--- src/rtl/sound_pkg.sv ---
// Shared sound constants: clock, note width, note pitches and effect type codes.
package sound_pkg;

  localparam int CLK_FREQ = 50_000_000;
  localparam int NOTE_W   = 14;

  // Note pitches in Hz (rounded to the nearest integer).
  localparam logic [NOTE_W-1:0] B3 = 14'd247;
  localparam logic [NOTE_W-1:0] F4 = 14'd349;
  localparam logic [NOTE_W-1:0] G5 = 14'd784;
  localparam logic [NOTE_W-1:0] C6 = 14'd1047;
  localparam logic [NOTE_W-1:0] D6 = 14'd1175;
  localparam logic [NOTE_W-1:0] E6 = 14'd1319;
  localparam logic [NOTE_W-1:0] F6 = 14'd1397;
  localparam logic [NOTE_W-1:0] G6 = 14'd1568;
  localparam logic [NOTE_W-1:0] B6 = 14'd1976;
  localparam logic [NOTE_W-1:0] C7 = 14'd2093;

  // Sound effect classes shared between the sequencer and the synth.
  typedef enum logic [1:0] {
    TYPE_START   = 2'd0,
    TYPE_DROP    = 2'd1,
    TYPE_ERROR   = 2'd2,
    TYPE_VICTORY = 2'd3
  } sfx_type_e;

endpackage

--- src/rtl/tone_synth_if.sv ---
// Sequencer-to-synth link: requested note and enable in, buzzer and busy out.
interface tone_synth_if #(
  parameter int NOTE_W = sound_pkg::NOTE_W
);
  logic [NOTE_W-1:0] note;
  logic              enable;
  logic              buzzer_out;
  logic              busy;

  modport master (output note, enable, input buzzer_out, busy);
  modport slave  (input note, enable, output buzzer_out, busy);
endinterface

--- src/rtl/tone_synth_seq_divider.sv ---
// Unsigned restoring divider, one quotient bit per cycle; start while busy restarts.
module seq_divider #(
  parameter int DIV_W = 25,
  parameter int DSR_W = 14
) (
  input  logic             clk,
  input  logic             rst,
  input  logic             start,
  input  logic             abort,
  input  logic [DIV_W-1:0] dividend,
  input  logic [DSR_W-1:0] divisor,
  output logic             busy,
  output logic             done,
  output logic [DIV_W-1:0] quotient
);
  localparam int CNT_W = $clog2(DIV_W + 1);

  logic [CNT_W-1:0] cnt;
  logic [DSR_W-1:0] rem;
  logic [DSR_W-1:0] dsr;
  logic [DSR_W:0]   trial;

  // Quotient register doubles as the dividend shift register.
  assign trial = {rem, quotient[DIV_W-1]};

  // Iteration: abort beats start, start beats an ongoing step.
  always_ff @(posedge clk or posedge rst) begin
    if (rst) begin
      busy     <= 1'b0;
      done     <= 1'b0;
      cnt      <= '0;
      rem      <= '0;
      dsr      <= '0;
      quotient <= '0;
    end else begin
      done <= 1'b0;
      if (abort) begin
        busy <= 1'b0;
        cnt  <= '0;
      end else if (start) begin
        busy     <= 1'b1;
        cnt      <= CNT_W'(DIV_W);
        quotient <= dividend;
        rem      <= '0;
        dsr      <= divisor;
      end else if (busy) begin
        if (trial >= {1'b0, dsr}) begin
          rem      <= DSR_W'(trial - {1'b0, dsr});
          quotient <= {quotient[DIV_W-2:0], 1'b1};
        end else begin
          rem      <= trial[DSR_W-1:0];
          quotient <= {quotient[DIV_W-2:0], 1'b0};
        end
        cnt <= cnt - CNT_W'(1);
        if (cnt == CNT_W'(1)) begin
          busy <= 1'b0;
          done <= 1'b1;
        end
      end
    end
  end
endmodule

--- src/rtl/tone_synth.sv ---
// Note (Hz) to 50%-duty square wave; new pitches swap in only at toggle boundaries.
module tone_synth #(
  parameter int CLK_FREQ = sound_pkg::CLK_FREQ,
  parameter int NOTE_W   = sound_pkg::NOTE_W,
  parameter int MIN_NOTE = 20
) (
  input logic         clk,
  input logic         rst,
  tone_synth_if.slave bus
);
  import sound_pkg::*;

  localparam int DIV_W = $clog2(CLK_FREQ/2 + 1);

  logic [NOTE_W-1:0] latched_note;
  logic              en_q, cap, silent_cap;
  logic              div_busy, div_done;
  logic [DIV_W-1:0]  quot, hp_q;
  logic [DIV_W-1:0]  half_period, phase_cnt, pending_hp;
  logic              square, pend_vld;
  logic [DIV_W-1:0]  hp_n, cnt_n, php_n;
  logic              sq_n, pend_n;

  // New request: note differs from the latched one, or first enabled cycle.
  assign cap        = bus.enable && (!en_q || bus.note != latched_note);
  assign silent_cap = cap && (bus.note < NOTE_W'(MIN_NOTE));
  // Notes above CLK_FREQ/2 divide to zero; play the fastest possible tone instead.
  assign hp_q       = (quot == '0) ? DIV_W'(1) : quot;
  assign bus.busy   = div_busy;

  seq_divider #(.DIV_W(DIV_W), .DSR_W(NOTE_W)) u_div (
    .clk      (clk),
    .rst      (rst),
    .start    (cap && !silent_cap),
    .abort    (!bus.enable || silent_cap),
    .dividend (DIV_W'(CLK_FREQ/2)),
    .divisor  (bus.note),
    .busy     (div_busy),
    .done     (div_done),
    .quotient (quot)
  );

  // Next tone state: silence, pending capture, and boundary-aligned period swap.
  always_comb begin
    hp_n   = half_period;
    cnt_n  = phase_cnt;
    sq_n   = square;
    pend_n = pend_vld;
    php_n  = pending_hp;
    if (!bus.enable || silent_cap) begin
      hp_n   = '0;
      cnt_n  = '0;
      sq_n   = 1'b0;
      pend_n = 1'b0;
    end else begin
      if (cap) pend_n = 1'b0;
      // A result finishing on the same cycle as a new request is stale.
      if (div_done && !cap) begin
        pend_n = 1'b1;
        php_n  = hp_q;
      end
      if (half_period == '0) begin
        if (pend_n) begin
          hp_n   = php_n;
          cnt_n  = '0;
          sq_n   = 1'b1;
          pend_n = 1'b0;
        end
      end else if (phase_cnt == half_period - DIV_W'(1)) begin
        cnt_n = '0;
        sq_n  = ~square;
        if (pend_n) begin
          hp_n   = php_n;
          pend_n = 1'b0;
        end
      end else begin
        cnt_n = phase_cnt + DIV_W'(1);
      end
    end
  end

  // Tone state registers; buzzer is registered from next-state values.
  always_ff @(posedge clk or posedge rst) begin
    if (rst) begin
      en_q           <= 1'b0;
      latched_note   <= '0;
      half_period    <= '0;
      phase_cnt      <= '0;
      square         <= 1'b0;
      pending_hp     <= '0;
      pend_vld       <= 1'b0;
      bus.buzzer_out <= 1'b0;
    end else begin
      en_q <= bus.enable;
      if (!bus.enable)  latched_note <= '0;
      else if (cap)     latched_note <= bus.note;
      half_period    <= hp_n;
      phase_cnt      <= cnt_n;
      square         <= sq_n;
      pending_hp     <= php_n;
      pend_vld       <= pend_n;
      bus.buzzer_out <= bus.enable & sq_n & (hp_n != '0);
    end
  end
endmodule

--- src/flat_wrapper.sv ---
// flat-port wrapper written by rule: the top's interface ports become plain ports
module tone_synth_flat import sound_pkg::*;
#(
  parameter int CLK_FREQ = sound_pkg::CLK_FREQ,
  parameter int NOTE_W   = sound_pkg::NOTE_W,
  parameter int MIN_NOTE = 20
)
  (clk, rst, bus_note, bus_enable, bus_buzzer_out, bus_busy);
  tone_synth_if #(.NOTE_W(NOTE_W)) bus_i ();
  input logic clk;
  input logic rst;
  input wire logic [$bits(bus_i.note)-1:0] bus_note;
  input wire logic [$bits(bus_i.enable)-1:0] bus_enable;
  output wire logic [$bits(bus_i.buzzer_out)-1:0] bus_buzzer_out;
  output wire logic [$bits(bus_i.busy)-1:0] bus_busy;
  assign bus_i.note = bus_note;
  assign bus_i.enable = bus_enable;
  assign bus_buzzer_out = bus_i.buzzer_out;
  assign bus_busy = bus_i.busy;
  tone_synth #(.CLK_FREQ(CLK_FREQ), .NOTE_W(NOTE_W), .MIN_NOTE(MIN_NOTE)) u_core (.clk(clk), .rst(rst), .bus(bus_i));
endmodule
--- config.mk ---
export PLATFORM = sky130hd
export DESIGN_NAME = tone_synth_flat
export DESIGN_NICKNAME = d
export VERILOG_FILES = /design/src/rtl/sound_pkg.sv /design/src/rtl/tone_synth_if.sv /design/src/rtl/tone_synth_seq_divider.sv /design/src/rtl/tone_synth.sv /design/src/flat_wrapper.sv
export SDC_FILE = /design/constraint.sdc
export NUM_CORES = 1
export LEC_CHECK = 0
export CORE_AREA = 2 2 150 152
export DETAILED_ROUTE_END_ITERATION = 16
export DIE_AREA = 0 0 152 154
export PLACE_DENSITY_LB_ADDON = 0.12
export SYNTH_ARGS = -nofsm -noshare
export SYNTH_HDL_FRONTEND = slang
export SYNTH_SLANG_ARGS = --single-unit
--- constraint.sdc ---
create_clock -name clk -period 6.19 [get_ports clk]
set_input_delay 1.238 -clock clk [delete_from_list [all_inputs] [get_ports clk]]
set_output_delay 1.238 -clock clk [all_outputs]
set_load 0.01 [all_outputs]
==> results by stage <==
Place:
- Input and output buffers added on the ports amount to 18.
- Summed over all nets, the half-perimeter wirelength after detailed placement is about 15000 µm.
- Once placement finished, the instance area stood at a little over 9000 µm².
- The routability congestion estimate is a little over 0.8.

Power and ir drop:
- Summing internal, switching and leakage power gives between 2000 and 2500 µW.
- The leakage power is about 0.0045 µW.
- IR analysis of the VDD net gives a maximum drop of between 0.0001 and 0.00015 V.
- Dividing total power by cell area gives a power density of between 200 and 250 nW/µm².

Setup path:
- At the worst endpoint, the arrival time is roughly 5300 ps.
- The critical path data required time is around 6500 ps.
- In this run the worst path has a maximum fanout of 12.
- The endpoint type of the worst setup path is a register.
- Together, buffers and inverters on the worst path number 1.
- Among all stages on the critical path, the largest delay is contributed by nor4_1.
- The cell seen most often among critical-path stages is nor2_1.
- The delay contributed by the slowest stage of the critical path is about 760 ps.
- The cell class contributing the biggest share of worst-path delay is simple AND/OR/NAND/NOR gates.
- The critical path is of the primary input to register type.
- The number of cells traversed by the worst register-to-register path is 13.
- The number of stages on the worst setup path is 12.
- The worst setup path is launched from a primary input.
- The critical path goes through clkdlybuf4s50_1 -> xnor2_1 -> nand4_1 -> nor4_1 -> nor2_1 -> nor2_1 -> nand2_1 -> o31a_1 -> mux2i_1 -> or4_1 -> a311o_1 -> o21a_1.

CTS:
- The number of sinks handled by clock tree synthesis is approximately 150.
- The later-pin clock latency in the skew report is ~440 ps.
- The H-tree generated during clock tree synthesis spans 4 levels.
- The number of setup buffers added after CTS is 0.
- The clock passes through at most 2 buffers.
- The tree is rooted in a clkbuf_16.
- The clock-pin slew on the worst setup and hold paths is approximately 70 ps.
- After clock tree synthesis, the flow added hold-fix buffers numbering 0.
- The CTS tree is yes.
- The number of gates resized after CTS was 0.
- The total clock buffers created by CTS is 17.

STA:
- The post-route fraction of the period consumed by the critical path is between 80% and 90%.
- Setup repair after global routing left no endpoint under its margin.
- The relative slew slack is 22.52%.
- Setup violations remaining at the end of the flow were counted as 0.
- The maximum frequency from static timing analysis is between 150 and 200 MHz.
- The number of pins with negative max-slew slack in the final report is 0.
- The accumulated negative setup slack is 0 ps.
- For the final database, setup skew stands at about 15 ps.
- The final number of hold-violating endpoints is 0.
- The worst-margin pin slew is ~1200 ps.
- The smallest clock period supported by the final layout is computed as approximately 5000 ps.

Routing:
- The number of nets with antenna violations after routing is 0.
- After detailed routing, the average wire length per cell comes to roughly 17 µm.
- Dividing the detail-routed via count by the number of cells gives between 5 and 6.
- The number of iterations in the first detailed-routing pass is 5.
- The aggregate routed wire length is between 20000 and 25000 µm.
- Detailed routing inserted a total of 6700 vias.
- The final routed DRC violation total is 0.
- The violation count after the first detailed-route iteration is ~450.

Yosys:
- After synthesis, the netlist uses 65 different library cells.
- The number of warnings printed during yosys synthesis is 0.
- Ranked by total cell area, the synthesized netlist is headed by dfrtp_1 (44%), nand2_1 (5.3%), xnor2_1 (5.1%), o21ai_0 (4.8%), mux2_2 (4.0%).
- The predominant post-synthesis flop cell is dfrtp_1.
- In this run, synthesis inferred 0 flip-flops with an integrated enable.
- Summing every instance area after synthesis gives ~8600 µm².
- The total nets after synthesis is 977.
- The area fraction of the dominant cell type after synthesis is between 40% and 50%.
- After synthesis, the share of flip-flops with an asynchronous set or reset is 100.0%.
- The post-synthesis instance total is 941.
- Summed over all instances, the cell type with the most area after synthesis is dfrtp_1.
- Dividing the synthesized area by the synthesized cell count gives 9.184 µm².
- The number of flip-flops and latches in the synthesized netlist is approximately 150.
- For this run, the register share of the synthesized area comes to around 44%.

Floorplanning:
- The die width is approximately 150 µm.
- Row generation in the floorplan step produced between 50 and 60 rows.
- Pin placement for this block handled 19 I/O pins.
- The overall die height is between 150 and 200 µm.
- The starting density of the core is between 30% and 40%.
- The die footprint is 23410 µm².
- The total area inside the core boundary comes to between 20000 and 25000 µm².

Final layout:
- The sequential cells in the finished layout cover a total of around 3800 µm².
- The final antenna diode count is 0.
- The top cell types in the final layout, fill and taps aside, are dfrtp_1 (153), nand2_1 (121), o21ai_0 (82).
- The summed area of non-filler cells in the final layout is ~10000 µm².
- The number of nets in the layout is between 900 and 1000.
- Compared with the post-synthesis result, the final layout area differs by 12.78%.
- The area occupied by multi-input gates is 4534 µm².
- The most common cell after layout, fill and taps aside is dfrtp_1.
- The post-route netlist has between 9 and 10% of its cells at a drive strength greater than 1.
- The number of fill cells in the layout is about 2100.
- For this run, the share of the core covered by cells in the final layout is between 40% and 50%.

Global route:
- Global routing used between 10% and 20% of the available tracks.
- The pin count of the biggest net entering global routing is 66.
- The initial antenna violation count is 0.
- Summed over all layers, the global routing overflow is 0.
- The via count of the first global-routing pass is around 6600.
- The first-pass GRT wire length is 35370 µm.

Hold path:
- Along the worst hold path, the cell count comes to 2.
- The type of the tightest min-delay check is register to register.

Flow run:
- The number of max-cap violations is 0.

Run status:
- The flow ran to the end, and the final reports show no timing, DRC or antenna violations.
-- cell type report --
type / count / share of cell area [%]
clock buffer: 17 / 4.365
clock inverter: 14 / 2.067
inverter: 33 / 1.322
multi-input combinational: 711 / 46.52
sequential: 153 / 39.28
tap: 280 / 3.594
timing repair buffer: 31 / 2.850
-- synthesized netlist by cell type (all sizes together), types with 19 or more instances --
library cell,number
a211oi,19
a21oi,36
and3,20
clkbuf,38
dfrtp,153
inv,33
mux2,31
mux2i,26
nand2,121
nand3,35
nand4,25
nor2,77
nor3,19
o21ai,86
xnor2,50
-- through the flow --
stage | setup WS [ps] | std cells | hold slack (ps)
after CTS | 1273 | 1239 | 491.8
after global routing | 969.8 | 1239 | 508.2
after floorplan | 830.6 | 941 | 449.7
after detailed placement | 838.3 | 1208 | 476.6
final | 1179 | 1239 | 489.4
after global placement | 914.2 | 1208 | 464.2
-- state kept, by name (all words and copies together), names as in the netlist --
signal	cells
u_core.en_q	1
u_core.u_div.dsr	14
u_core.pending_hp	25
u_core.square	1
u_core.latched_note	14
u_core.u_div.quotient	25
u_core.half_period	25
u_core.phase_cnt	25
u_core.u_div.rem	14
u_core.u_div.busy	1
u_core.pend_vld	1
u_core.u_div.done	1
u_core.u_div.cnt	5
u_core.bus.buzzer_out	1
-- per-layer routing --
| metal | track usage [%] | part of all wire (%) | routed length (µm) |
|---|---|---|---|
| met2 | 28.12 | 43 | 9160 |
| met4 | 5.607 | 1.4 | 291 |
| met5 | 0 | 0 | 0 |
| met1 | 28.01 | 52 | 11070 |
| met3 | 3.072 | 3.1 | 656 |
-- power by group --
group          switching, µW  leakage (µW)  internal (µW)  total, µW
clock network            480      0.000310            654       1130
logic                   84.1       0.00213           44.6        129
registers               7.31       0.00202           1010       1020
total                    572       0.00446           1710       2280
-- cell families after synthesis --
kind of cell	synth area share, %
AO/OA/AOI/OAI	14.12
XOR/XNOR	6.081
adder cells (fa/ha/maj)	2.838
buffers and inverters	3.475
flip-flops	44.30
multiplexers	7.051
AND/OR/NAND/NOR	22.14
-- path summary, 6_finish.rpt --
path,start,end,slack [ps]
worst max-delay path,bus_note[0],u_core.bus.buzzer_out$_DFF_PP0_,1180
worst min-delay path,u_core.pending_hp[0]$_DFFE_PP0P_,u_core.pending_hp[0]$_DFFE_PP0P_,490
worst max register to register,u_core.half_period[0]$_DFF_PP0_,u_core.bus.buzzer_out$_DFF_PP0_,1580
worst min register to register,u_core.pending_hp[0]$_DFFE_PP0P_,u_core.pending_hp[0]$_DFFE_PP0P_,490
max in group asynchronous,rst,u_core.phase_cnt[21]$_DFFE_PP0P_,3830
min in group asynchronous,rst,u_core.u_div.rem[13]$_DFFE_PP0P_,1270
-- tightest hold or removal path, delay by kind of cell, from the launching register on --
family / cells / cell delay [ps]
flip-flops: 1 / 340
AO/OA/AOI/OAI: 1 / 60
AND/OR/NAND/NOR: 1 / 50
(Power assumes the default switching activity.)
